==> src/rtl/controlador_execucao_if.sv <==
// Processor-side run handshake: Run enable out to the core, Done pulse and Tstep back.
interface controlador_execucao_if;
    logic       Run;
    logic       Done;
    logic [2:0] Tstep;

    modport master (output Run, input Done, input Tstep);
    modport slave  (input Run, output Done, output Tstep);
endinterface

==> src/rtl/controlador_execucao.sv <==
// Run control for the multicycle core: debounced single-step, budgeted continuous run, watchdog; outputs registered.
// No backpressure; a step press outside IDLE/STOP is dropped. `define BREAK_PC_EN adds a PC breakpoint.
module controlador_execucao #(
    parameter int DEBOUNCE_CYCLES = 16,
    parameter int TIMEOUT_CYCLES  = 8,
    parameter int CNT_W           = 16
) (
    input  logic                   Clock,
    input  logic                   Resetn,
    input  logic                   Key_step,
    input  logic                   Mode_cont,
    input  logic                   Halt_req,
    input  logic [CNT_W-1:0]       Instr_limit,
    controlador_execucao_if.master proc,
`ifdef BREAK_PC_EN
    input  logic [5:0]             Pc,
    input  logic [5:0]             Break_addr,
    input  logic                   Break_en,
`endif
    output logic                   Busy,
    output logic                   Stopped,
    output logic                   Fault,
    output logic [CNT_W-1:0]       Instr_count
);

    localparam int DB_W = $clog2(DEBOUNCE_CYCLES + 1);
    localparam int WD_W = $clog2(TIMEOUT_CYCLES + 1);

    typedef enum logic [2:0] {
        IDLE,
        ISSUE,
        WAIT_DONE,
        GAP,
        STOP,
        FAULT
    } state_t;

    state_t          state;
    state_t          next_state;

    logic            key_sync1;
    logic            key_sync2;
    logic            key_level;
    logic            step_pulse;
    logic [DB_W-1:0] db_cnt;

    logic [WD_W-1:0] wd_cnt;
    logic [WD_W-1:0] wd_inc;
    logic            wd_expired;

    logic            mode_q;
    logic            halt_pend;
    logic            halt_now;
    logic            budget_hit;
    logic            run_q;

    // The debounced level only moves after a full run of samples that disagree with it.
    always_ff @(posedge Clock or negedge Resetn) begin
        if (!Resetn) begin
            key_sync1  <= 1'b0;
            key_sync2  <= 1'b0;
            key_level  <= 1'b0;
            db_cnt     <= '0;
            step_pulse <= 1'b0;
        end else begin
            key_sync1  <= Key_step;
            key_sync2  <= key_sync1;
            step_pulse <= 1'b0;
            if (key_sync2 == key_level) begin
                db_cnt <= '0;
            end else if (db_cnt == DB_W'(DEBOUNCE_CYCLES - 1)) begin
                key_level  <= key_sync2;
                db_cnt     <= '0;
                step_pulse <= key_sync2;
            end else begin
                db_cnt <= db_cnt + DB_W'(1);
            end
        end
    end

    assign wd_inc     = wd_cnt + WD_W'(1);
    assign wd_expired = (wd_inc == WD_W'(TIMEOUT_CYCLES));
    // A halt seen any time during the instruction is honoured at its GAP.
    assign halt_now   = Halt_req | halt_pend;
    assign budget_hit = (Instr_limit != '0) && (Instr_count >= Instr_limit);

`ifdef BREAK_PC_EN
    logic brk_hit;
    assign brk_hit = Break_en && (Pc == Break_addr);
`endif

    always_ff @(posedge Clock or negedge Resetn) begin
        if (!Resetn) begin
            state <= IDLE;
        end else begin
            state <= next_state;
        end
    end

    always_comb begin
        next_state = state;
        case (state)
            IDLE: begin
                if (step_pulse || (Mode_cont && !Halt_req)) begin
                    next_state = ISSUE;
                end
            end
            ISSUE: begin
                next_state = WAIT_DONE;
            end
            WAIT_DONE: begin
                if (proc.Done) begin
                    next_state = GAP;
                end else if (wd_expired) begin
                    next_state = FAULT;
                end
            end
            GAP: begin
                // A core still mid-instruction after a Run-low cycle is broken.
                if (proc.Tstep != 3'd0) begin
                    next_state = FAULT;
                end else if (halt_now) begin
                    next_state = STOP;
`ifdef BREAK_PC_EN
                end else if (brk_hit) begin
                    next_state = STOP;
`endif
                end else if (mode_q && budget_hit) begin
                    next_state = STOP;
                end else if (mode_q) begin
                    next_state = ISSUE;
                end else begin
                    next_state = IDLE;
                end
            end
            STOP: begin
                if (step_pulse) begin
                    next_state = IDLE;
                end
            end
            FAULT: begin
                next_state = FAULT;
            end
            default: begin
                next_state = IDLE;
            end
        endcase
    end

    // Status flops are loaded from next_state so they line up with the state register.
    always_ff @(posedge Clock or negedge Resetn) begin
        if (!Resetn) begin
            run_q       <= 1'b0;
            Busy        <= 1'b0;
            Stopped     <= 1'b0;
            Fault       <= 1'b0;
            Instr_count <= '0;
            wd_cnt      <= '0;
            mode_q      <= 1'b0;
            halt_pend   <= 1'b0;
        end else begin
            run_q   <= (next_state == ISSUE) || (next_state == WAIT_DONE);
            Busy    <= (next_state == ISSUE) || (next_state == WAIT_DONE);
            Stopped <= (next_state == STOP);
            Fault   <= (next_state == FAULT);

            if (state == IDLE && next_state == ISSUE) begin
                mode_q <= Mode_cont;
            end

            if (state == ISSUE) begin
                wd_cnt <= '0;
            end else if (state == WAIT_DONE) begin
                wd_cnt <= wd_inc;
            end

            if (state == WAIT_DONE && proc.Done && (Instr_count != '1)) begin
                Instr_count <= Instr_count + CNT_W'(1);
            end

            if (next_state == ISSUE || next_state == WAIT_DONE || next_state == GAP) begin
                halt_pend <= halt_pend | Halt_req;
            end else begin
                halt_pend <= 1'b0;
            end
        end
    end

    assign proc.Run = run_q;

endmodule

==> src/flat_wrapper.sv <==
// flat-port wrapper written by rule: the top's interface ports become plain ports
module controlador_execucao_flat 
#(
    parameter int DEBOUNCE_CYCLES = 16,
    parameter int TIMEOUT_CYCLES  = 8,
    parameter int CNT_W           = 16
)
  (Clock, Resetn, Key_step, Mode_cont, Halt_req, Instr_limit, Busy, Stopped, Fault, Instr_count, proc_Run, proc_Done, proc_Tstep);
  controlador_execucao_if proc_i ();
  input  logic Clock;
  input  logic Resetn;
  input  logic Key_step;
  input  logic Mode_cont;
  input  logic Halt_req;
  input  logic [CNT_W-1:0] Instr_limit;
  output logic Busy;
  output logic Stopped;
  output logic Fault;
  output logic [CNT_W-1:0] Instr_count;
  output wire logic [$bits(proc_i.Run)-1:0] proc_Run;
  input wire logic [$bits(proc_i.Done)-1:0] proc_Done;
  input wire logic [$bits(proc_i.Tstep)-1:0] proc_Tstep;
  assign proc_Run = proc_i.Run;
  assign proc_i.Done = proc_Done;
  assign proc_i.Tstep = proc_Tstep;
  controlador_execucao #(.DEBOUNCE_CYCLES(DEBOUNCE_CYCLES), .TIMEOUT_CYCLES(TIMEOUT_CYCLES), .CNT_W(CNT_W)) u_core (.Clock(Clock), .Resetn(Resetn), .Key_step(Key_step), .Mode_cont(Mode_cont), .Halt_req(Halt_req), .Instr_limit(Instr_limit), .proc(proc_i), .Busy(Busy), .Stopped(Stopped), .Fault(Fault), .Instr_count(Instr_count));
endmodule
==> config.mk <==
export PLATFORM = sky130hd
export DESIGN_NAME = controlador_execucao_flat
export DESIGN_NICKNAME = d
export VERILOG_FILES = /design/src/rtl/controlador_execucao_if.sv /design/src/rtl/controlador_execucao.sv /design/src/flat_wrapper.sv
export SDC_FILE = /design/constraint.sdc
export NUM_CORES = 1
export LEC_CHECK = 0
export CAP_MARGIN = 20
export CORE_ASPECT_RATIO = 0.75
export CORE_MARGIN = 2
export CORE_UTILIZATION = 40
export DETAILED_ROUTE_END_ITERATION = 8
export PLACE_DENSITY = 0.63
export SYNTH_ARGS = -nofsm -noshare
export SYNTH_HDL_FRONTEND = slang
export SYNTH_SLANG_ARGS = --single-unit
==> constraint.sdc <==
create_clock -name Clock -period 1.9 [get_ports Clock]
set_clock_uncertainty 0.05 [all_clocks]
set_input_delay 0.19 -clock Clock [delete_from_list [all_inputs] [get_ports Clock]]
set_output_delay 0.19 -clock Clock [all_outputs]
set_load 0.02 [all_outputs]
# [After elaboration in Yosys (flattened, before gate mapping)]
# Cells that the tools add are included.
[classes] n_lt_le_gt_ge=1 bitwise_logic=2 mux=16 addsub=3 n_eq_ne=14 reduce_logical=15
[ops] operator="two-way mux 3 bit" n=7
[ops] operator="case mux 3 bit (6 select lines)" n=1
[ops] operator="adder 16 x 1 -> 16 bit, second input constant" n=1
[ops] operator="greater-or-equal comparator 16 bit" n=1
[ops] operator="inequality test 16 bit, second input constant" n=1
[ops] operator="nonzero test 16 bit" n=1
[ops] operator="== test 3 x 2 -> 1 bit, second input constant" n=4
[ops] operator="== test 3 bit, second input constant" n=4
[ops] operator="two-way mux 5 bit" n=2
[ops] operator="two-way mux 4 bit" n=2
[ops] operator="== test 3 x 1 -> 1 bit, second input constant" n=2
[ops] operator="logical AND 1 bit" n=6
[ops] operator="adder 5 x 1 -> 5 bit, second input constant" n=1
[ops] operator="== test 5 x 4 -> 1 bit, second input constant" n=1
[ops] operator="adder 4 x 1 -> 4 bit, second input constant" n=1
[ops] operator="== test 4 bit, second input constant" n=1
[ops] operator="two-way mux 1 bit" n=4
[ops] operator="zero test 3 bit" n=1
[ops] operator="logical OR 1 bit" n=3
[ops] operator="nonzero test 3 bit" n=1
[ops] operator="AND reduction 2 bit" n=1
[ops] operator="nonzero test 2 bit" n=1
[ops] operator="== test 1 bit" n=1
[ops] operator="zero test 1 bit" n=1
[ops] operator="other kinds (2)" n=2
[totals] output_inout_bits=20 wordCells=64 ff_bits=37 inputBits=25

# [Logic depth before layout (Yosys ltp)]
# Gate-level depths: netlist of run 1.
[logic_depth] depth_word=11 ltp_mapped=7 ltp_nobuf=7

# [Least setup slack after synthesis of run 1]
# No wires, ideal clock.
[synth_path] kind="reg2reg" startpoint="register u_core.Instr_count[0]" endpoint="register u_core.Busy" path_stages_with_launch=8 arrival_time_ns=2.051 n_path_buf=0 setup_time_ns=0.122 slack_ns=-0.322 required_ns=1.728 period_less_slack_ns=2.222 cell_sequence="dfrtp_1 inv_1 ha_1 nand2b_1 a2111o_1 a311oi_2 a21oi_1 a2111oi_1"
[synth_between] elab_chain_len=9 word_cells_on_any_way=10 cone_classes="1 x order compare; 2 x eq/ne; 4 x mux; 3 x reduce/logical"
[synth_lines] item="start: declaration" line="controlador_execucao.sv:23" text="output logic [CNT_W-1:0] Instr_count"
[synth_lines] item="start signal: assignment" line="controlador_execucao.sv:178" text="Instr_count <= Instr_count + CNT_W'(1);"
[synth_lines] item="greater-or-equal comparator 16 bit *" line="controlador_execucao.sv:85" text="assign budget_hit = (Instr_limit != '0) && (Instr_count >= Instr_limit);"
[synth_lines] item="logical AND 1 bit *" line="controlador_execucao.sv:85"
[synth_lines] item="logical AND 1 bit *" line="controlador_execucao.sv:128" text="end else if (mode_q && budget_hit) begin"
[synth_lines] item="two-way mux 3 bit *" line="controlador_execucao.sv:128"
[synth_lines] item="two-way mux 3 bit *" line="controlador_execucao.sv:122" text="end else if (halt_now) begin"
[synth_lines] item="two-way mux 3 bit *" line="controlador_execucao.sv:120" text="if (proc.Tstep != 3'd0) begin"
[synth_lines] item="case mux 3 bit (6 select lines) *" line="controlador_execucao.sv:102" text="case (state)"
[synth_lines] item="== test 3 x 1 -> 1 bit or == test 3 x 2 -> 1 bit (tied branches)" line="controlador_execucao.sv:163" text="Busy <= (next_state == ISSUE) || (next_state == WAIT_DONE);"
[synth_lines] item="logical OR 1 bit *" line="controlador_execucao.sv:163"
[synth_lines] item="end signal: assignment" line="controlador_execucao.sv:163"
[synth_lines] item="end: declaration" line="controlador_execucao.sv:20" text="output logic Busy,"
# Every way passes the cells marked *; elsewhere a longest branch is shown, timed or not.
# A chain may end at the register's enable or synchronous reset.

# [Worst setup path after layout of run 1]
# Same ends and word-level chain as after synthesis.

==> flow_summary_export.csv, run 1 <==
group,metric,value,unit
power,intPower,2.192,mW
clock_tree,cts_root_buffer,"clkbuf_8",
sta,finalWorstSetupSlack,-0.2229,ns
critical_path,cp_num_cells,7,
yosys,ys_types,47,
global_route,grt_pass1_vias,1947,
yosys,async_reset_ff_share,100.0,%
global_route,grt-ovfl-total,0,
critical_path,crit_end,"u_core.Busy$_DFF_PN0_",
critical_path,cp-start-kind,"flip-flop",
critical_path,cp.required,2.03,ns
route,vias,2047,
clock_tree,clock_path_buffers,2,
global_route,grt_antenna_before_repair,0,
power,p_comb_share,44.0,%
sta,min_period,2.123,ns
yosys,synth-edff-count,0,
clock_tree,clkTransAtPathRegs,0.08,ns
critical_path,r2r-end,"u_core.Busy$_DFF_PN0_",
route,drc_errors,0,
sta,slew_headroom,59.95,%
sta,fmax,471.1,MHz
yosys,avgSynthCellArea,9.487,µm²
critical_path,r2r_cells,7,
floorplanning,core_area,0.005381,mm²
route,drt_first_iter_violations,113,
yosys,synth_area_leaders,"dfrtp_1 41%, ha_1 11%, inv_1 4.0%",
floorplanning,fp-row-count,23,
yosys,synth_nets,281,
yosys,syn_area,0.002248,mm²
yosys,ys.warnings.count,0,
power,swShare,35.06,%
floorplanning,start_util,41.78,%
clock_tree,clkLatencyLatePin,0.29,ns
global_route,grt_pass1_wl,9.142,mm
final_layout,fillers,454,
power,p_sw,1.184,mW
sta,finalCritPeriodShare,111.7,%
sta,drv_slew,0,
critical_path,path_class,"flip-flop to flip-flop",
critical_path,cpLargestDelayFamily,"compound AO/OA/AOI/OAI gates",
yosys,synth_top_area_share,41.18,%
critical_path,crit_path_max_incr_delay,0.43,ns
power,vdd_drop_max,0.0004843,V
floorplanning,die_x,90.57,µm
critical_path,rrSetupSlack,-0.22,ns
power,p_total,3.376,mW
sta,setup_violations,5,
global_route,track_usage,18.85,%
power,powerDensity,1003,mW/mm²
critical_path,worstPathArrival,2.25,ns
placed_design,io_buffer_count,44,
run,cap_violations,0,
route,first_pass_iters,4,
placed_design,gp_congestion,0.8377,
yosys,seq_area_frac_synth,41.18,%
route,routed_wl,5.466,mm
sta,fin_tns_setup,-0.6739,ns
outcome,outcome,"finished, violations left",
floorplanning,io_pins,45,
yosys,yosysMostFrequentCell,"dfrtp_1",
final_layout,diodes,0,
critical_path,cp_cell_sequence,"inv_2, ha_4, nand2b_4, a2111o_1, a311oi_2, a21oi_2, a2111oi_4",
floorplanning,dieArea,0.006243,mm²
route,routed_via_density,5.092,
sta,grt_setup_unrepaired,"yes",
yosys,yosys.area.top_type,"dfrtp_1",
clock_tree,clock_sinks,37,
critical_path,cp-startpoint,"u_core.Instr_count[0]$_DFFE_PN0P_",
final_layout,drive_above_1_share,23.85,%
power,p_leak,1.589,nW
min_path,hp-class,"primary input to flip-flop",
critical_path,rr_startpoint,"u_core.Instr_count[0]$_DFFE_PN0P_",
clock_tree,h-tree-depth,2,
outcome,violations,"negative setup slack",
route,routedWlPerCell,13.60,µm
route,ant_nets,0,
placed_design,dp_slack,-0.6669,ns
clock_tree,cts_inserted_buffers,5,
sta,hold_viol_final,0,
placed_design,hpwlAfterDp,4.200,mm
power,clkPwrFrac,24.7,%
power,power_frac_seq,31.3,%
critical_path,cp_slowest_cell,"a2111o_1",
floorplanning,fp.dieH,68.93,µm
global_route,grt_max_degree,38,
critical_path,crit_path_end_kind,"flip-flop",
sta,worstMarginPinSlew,0.6007,ns
clock_tree,cts_tree,"yes",
yosys,synthFlopType,"dfrtp_1",
final_layout,fin_nets,370,
critical_path,crit_buf_inv,1,
yosys,ys_top_cells_by_count,"37 x dfrtp_1, 24 x inv_1, 19 x ha_1",
final_layout,area_delta_synth_final,49.69,%
yosys,synth_cells,237,
critical_path,cp_max_fo,4,
yosys,ys_ff_latch,37,
-- stage by stage --
step | utilization, % | instance area [µm²] | hold slack (ns) | std cells
floorplan | - | 2261 | -0.1556 | 237
detailed placement | 56.78 | 3055 | 0.2238 | 390
global placement | 56.78 | 3055 | 0.2198 | 390
global route | 62.54 | 3366 | 0.2973 | 402
finish | 62.54 | 3366 | 0.2788 | 402
CTS | 60.57 | 3259 | 0.2687 | 399
-- worst min path at each step --
stage | start | to | slack, ns | cells after the start
detailed placement | Resetn | u_core.wd_cnt[2]$_DFFE_PN0P_ | 0.22 | 2
global placement | Resetn | u_core.wd_cnt[2]$_DFFE_PN0P_ | 0.22 | 2
finish | Key_step | u_core.key_sync1$_DFF_PN0_ | 0.28 | 1
floorplan | Resetn | u_core.Busy$_DFF_PN0_ | -0.16 | 0
global route | Key_step | u_core.key_sync1$_DFF_PN0_ | 0.30 | 1
CTS | Key_step | u_core.key_sync1$_DFF_PN0_ | 0.27 | 1
-- routing by layer --
metal	vias up	GRT usage [%]	part of all wire [%]
li1	1034	-	-
met1	961	26.42	53
met2	46	29.76	42
met3	6	3.478	4.2
met4	0	6.346	1.1
met5	-	0	0
-- layout by cell type (no fill, tap or decap), types with 4 or more instances in the layout --
master	instances
buf_4	41
xnor2_1	9
o21ai_0	12
nor4_1	4
nor2_1	15
nand4_1	5
ha_1	15
a21oi_1	9
and3_1	5
xor2_1	10
nand3_1	11
clkbuf_8	5
inv_1	23
dfrtp_1	35
nor3_1	6
nand2_1	18
clkdlybuf4s50_1	40
-- sequential cells by signal, indices dropped and copies added (netlist names) --
name and flops:
u_core.Busy 1, u_core.Fault 1, u_core.Instr_count 16, u_core.Stopped 1, u_core.db_cnt 5, u_core.halt_pend 1, u_core.key_level 1, u_core.key_sync1 1
u_core.key_sync2 1, u_core.mode_q 1, u_core.state 3, u_core.step_pulse 1, u_core.wd_cnt 4
-- area by class of cell --
class / instances / area, µm² / share of cell area (%)
clock inverters: 3 / 68.82 / 2.045
repair buffers: 86 / 757.0 / 22.49
inverters: 25 / 93.84 / 2.788
well taps: 75 / 93.84 / 2.788
flip-flops and latches: 37 / 928.4 / 27.58
multi-input cells: 171 / 1355 / 40.26
clock buffers: 5 / 68.82 / 2.045
-- cells by family after synthesis --
family | Yosys count | share of synthesized area [%]
AND/OR/NAND/NOR | 81 | 18.59
AO/OA/AOI/OAI | 50 | 16.19
flip-flops | 37 | 41.18
buffers and inverters | 29 | 5.064
XOR/XNOR | 19 | 7.401
adder cells (fa/ha/maj) | 19 | 10.57
multiplexers | 2 | 1.002
-- repair_timing --
action                                 CTS  global route
pin swaps                                2             5
setup endpoints to repair                6             8
resized for setup                       10            15
gates cloned                             0             0
setup buffers                            0             3
hold buffers                             1             0
endpoints found under the hold margin   37             0
-- power by group through the flow --
stage                     sequential [mW]  combinational (mW)  clock, mW
final                                1.06                1.48      0.834
after global routing                 1.08                1.63      0.890
after CTS                            1.06                1.40      0.850
after detailed placement             1.07                1.28          0
after global placement               1.07                1.27          0
after floorplan                      1.15               0.623          0
(Power assumes the default switching activity.)
==> run 2: changes to the inputs <==
ABC_CLOCK_PERIOD_IN_PS = 1900   (was default)
GPL_TIMING_DRIVEN = 0   (was default)
==> run 2 against run 1 <==
Against the previous run: flip-flop and latch count did not move; largest cell class unchanged; sequential power is 5% higher; core utilization decreased by 5.4 points; non-clock buffer count shrank 31; sequential share of layout area up 2.9 points; clock power fell by 34%; the run still ends with negative setup slack left; via count fell by 6.7%.
==> flow_summary_export.csv, run 2 (synthesized netlist as in run 1, its figures left out) <==
group,metric,value,unit
outcome,outcome,"finished, violations left",
outcome,violations,"negative setup slack",
final_layout,layout_commonest_cell,"clkdlybuf4s50_1",
final_layout,multi_input_area,0.001349,mm²
floorplanning,die_x,90.57,µm
final_layout,fin_nets,339,
sta,worstMarginPinSlew,0.7973,ns
route,met1_length,2.672,mm
floorplanning,core_area,0.005381,mm²
sta,slew_headroom,46.85,%
placed_design,gp_congestion,0.8623,
floorplanning,fp.dieH,68.93,µm
final_layout,fillers,488,
clock_tree,clock_sinks,37,
power,p_total,2.837,mW
final_layout,post-route-util,57.13,%
critical_path,r2r_cells,7,
power,p_leak,1.392,nW
route,routed_via_density,5.148,
final_layout,seq_area,937.1,µm²
clock_tree,cts_inserted_buffers,5,
run,cap_violations,0,
global_route,grt-ovfl-total,0,
min_path,min_to,"u_core.key_sync1$_DFF_PN0_",
placed_design,io_buffer_count,44,
sta,grt_setup_unrepaired,"yes",
sta,finalWorstSetupSlack,-0.2404,ns
critical_path,worstPathArrival,2.27,ns
global_route,grt_antenna_before_repair,0,
sta,hold_viol_final,0,
sta,fmax,467.2,MHz
critical_path,rrSetupSlack,-0.24,ns
critical_path,path_class,"flip-flop to flip-flop",
route,drc_errors,0,
floorplanning,fp-row-count,23,
global_route,grt_max_degree,38,
route,wl_met2,2.314,mm
critical_path,r2r-end,"u_core.Busy$_DFF_PN0_",
global_route,grt_pass1_wl,8.970,mm
route,routed-wl-met3,190,µm
global_route,track_usage,18.14,%
sta,finalCritPeriodShare,112.7,%
critical_path,crit_path_end_kind,"flip-flop",
power,powerDensity,923.0,mW/mm²
route,ant_nets,0,
sta,min_period,2.140,ns
final_layout,reg.largest.list,"u_core.Instr_count: 16 flops, u_core.db_cnt: 5 flops, u_core.wd_cnt: 4 flops",
sta,setup_violations,5,
route,drt_first_iter_violations,100,
placed_design,hpwlAfterDp,3.776,mm
clock_tree,clkTransAtPathRegs,0.08,ns
min_path,hp-class,"primary input to flip-flop",
floorplanning,io_pins,45,
floorplanning,start_util,41.78,%
critical_path,cp-start-kind,"flip-flop",
min_path,worstHoldStart,"Key_step",
clock_tree,h-tree-depth,2,
global_route,grt_pass1_vias,1918,
power,vdd_drop_max,0.0004032,V
final_layout,final_cell_mix,"41 x clkdlybuf4s50_1, 28 x dfrtp_1, 21 x inv_1, 17 x nand2_1",
clock_tree,clkLatencyLatePin,0.29,ns
clock_tree,cts_root_buffer,"clkbuf_8",
critical_path,cp_max_fo,4,
final_layout,top_register,"u_core.Instr_count",
min_path,whs_path_depth,1,
final_layout,drive_above_1_share,18.92,%
critical_path,cp-startpoint,"u_core.Instr_count[0]$_DFFE_PN0P_",
clock_tree,clock_path_buffers,2,
final_layout,largest_reg_flops,16,
sta,drv_slew,0,
route,routed_wl,5.226,mm
route,routedWlPerCell,14.09,µm
route,vias,1910,
final_layout,diodes,0,
route,first_pass_iters,4,
clock_tree,cts_tree,"yes",
floorplanning,dieArea,0.006243,mm²
final_layout,area_delta_synth_final,36.73,%
critical_path,cp.required,2.03,ns
route,top_layer,"met4",
critical_path,rr_startpoint,"u_core.Instr_count[0]$_DFFE_PN0P_",
[run 2: routing by layer]
layer	global-route usage, %	vias to the layer above
li1	-	962
met1	25.12	907
met2	28.82	34
met3	4.348	7
met4	4.808	0
met5	0	-
[run 2: layout make-up]
cell class                 count  share of cell area, %
tap                           75                  3.053
clock inverter                 3                 0.5698
buffer                         3                 0.4884
inverter                      25                  3.053
timing repair buffer          52                  16.24
clock buffer                   5                  2.239
sequential                    37                  30.48
multi-input combinational    171                  43.87
[run 2: through the flow]
stage               area, µm²  instances  setup WS [ns]  TNS [ns]  hold WS [ns]
floorplan                2261        237        -0.2279   -0.5718       -0.1556
global placement         2795        356        -0.6097    -13.31        0.2831
detailed placement       2790        356        -0.6052    -3.179        0.2878
CTS                      3000        370        -0.2436   -0.6079        0.2693
global route             3074        371        -0.3336    -1.199        0.2961
finish                   3074        371        -0.2404   -0.6406        0.2785
[run 2: what timing repair did]
item,CTS,global route
pin swaps,8,9
hold buffers,1,0
hold endpoints to repair,37,0
resized for setup,16,18
setup endpoints to repair,11,17
buffers inserted,5,2
[run 2: where the power goes]
part	total, mW	internal, mW	switching, mW	leakage [nW]
logic	1.18	0.547	0.634	0.873
registers	1.11	0.932	0.175	0.475
clock network	0.550	0.253	0.297	0.0439
[run 2: worst max path at each step]
stage,slack (ns),endpoint,depth (start not counted)
floorplan,-0.23,u_core.Busy$_DFF_PN0_,7
global placement,-0.61,u_core.Busy$_DFF_PN0_,7
detailed placement,-0.61,u_core.Busy$_DFF_PN0_,7
CTS,-0.24,u_core.Busy$_DFF_PN0_,7
global route,-0.33,u_core.Busy$_DFF_PN0_,7
finish,-0.24,u_core.Busy$_DFF_PN0_,7
[run 2: critical path, cell delays in order, from the launching register on]
cell and delay (ns):
dfrtp_2 0.42, inv_2 0.07, ha_4 0.18, nand2b_4 0.12
a2111o_1 0.43, a311oi_2 0.27, a21oi_2 0.16, a2111oi_2 0.34
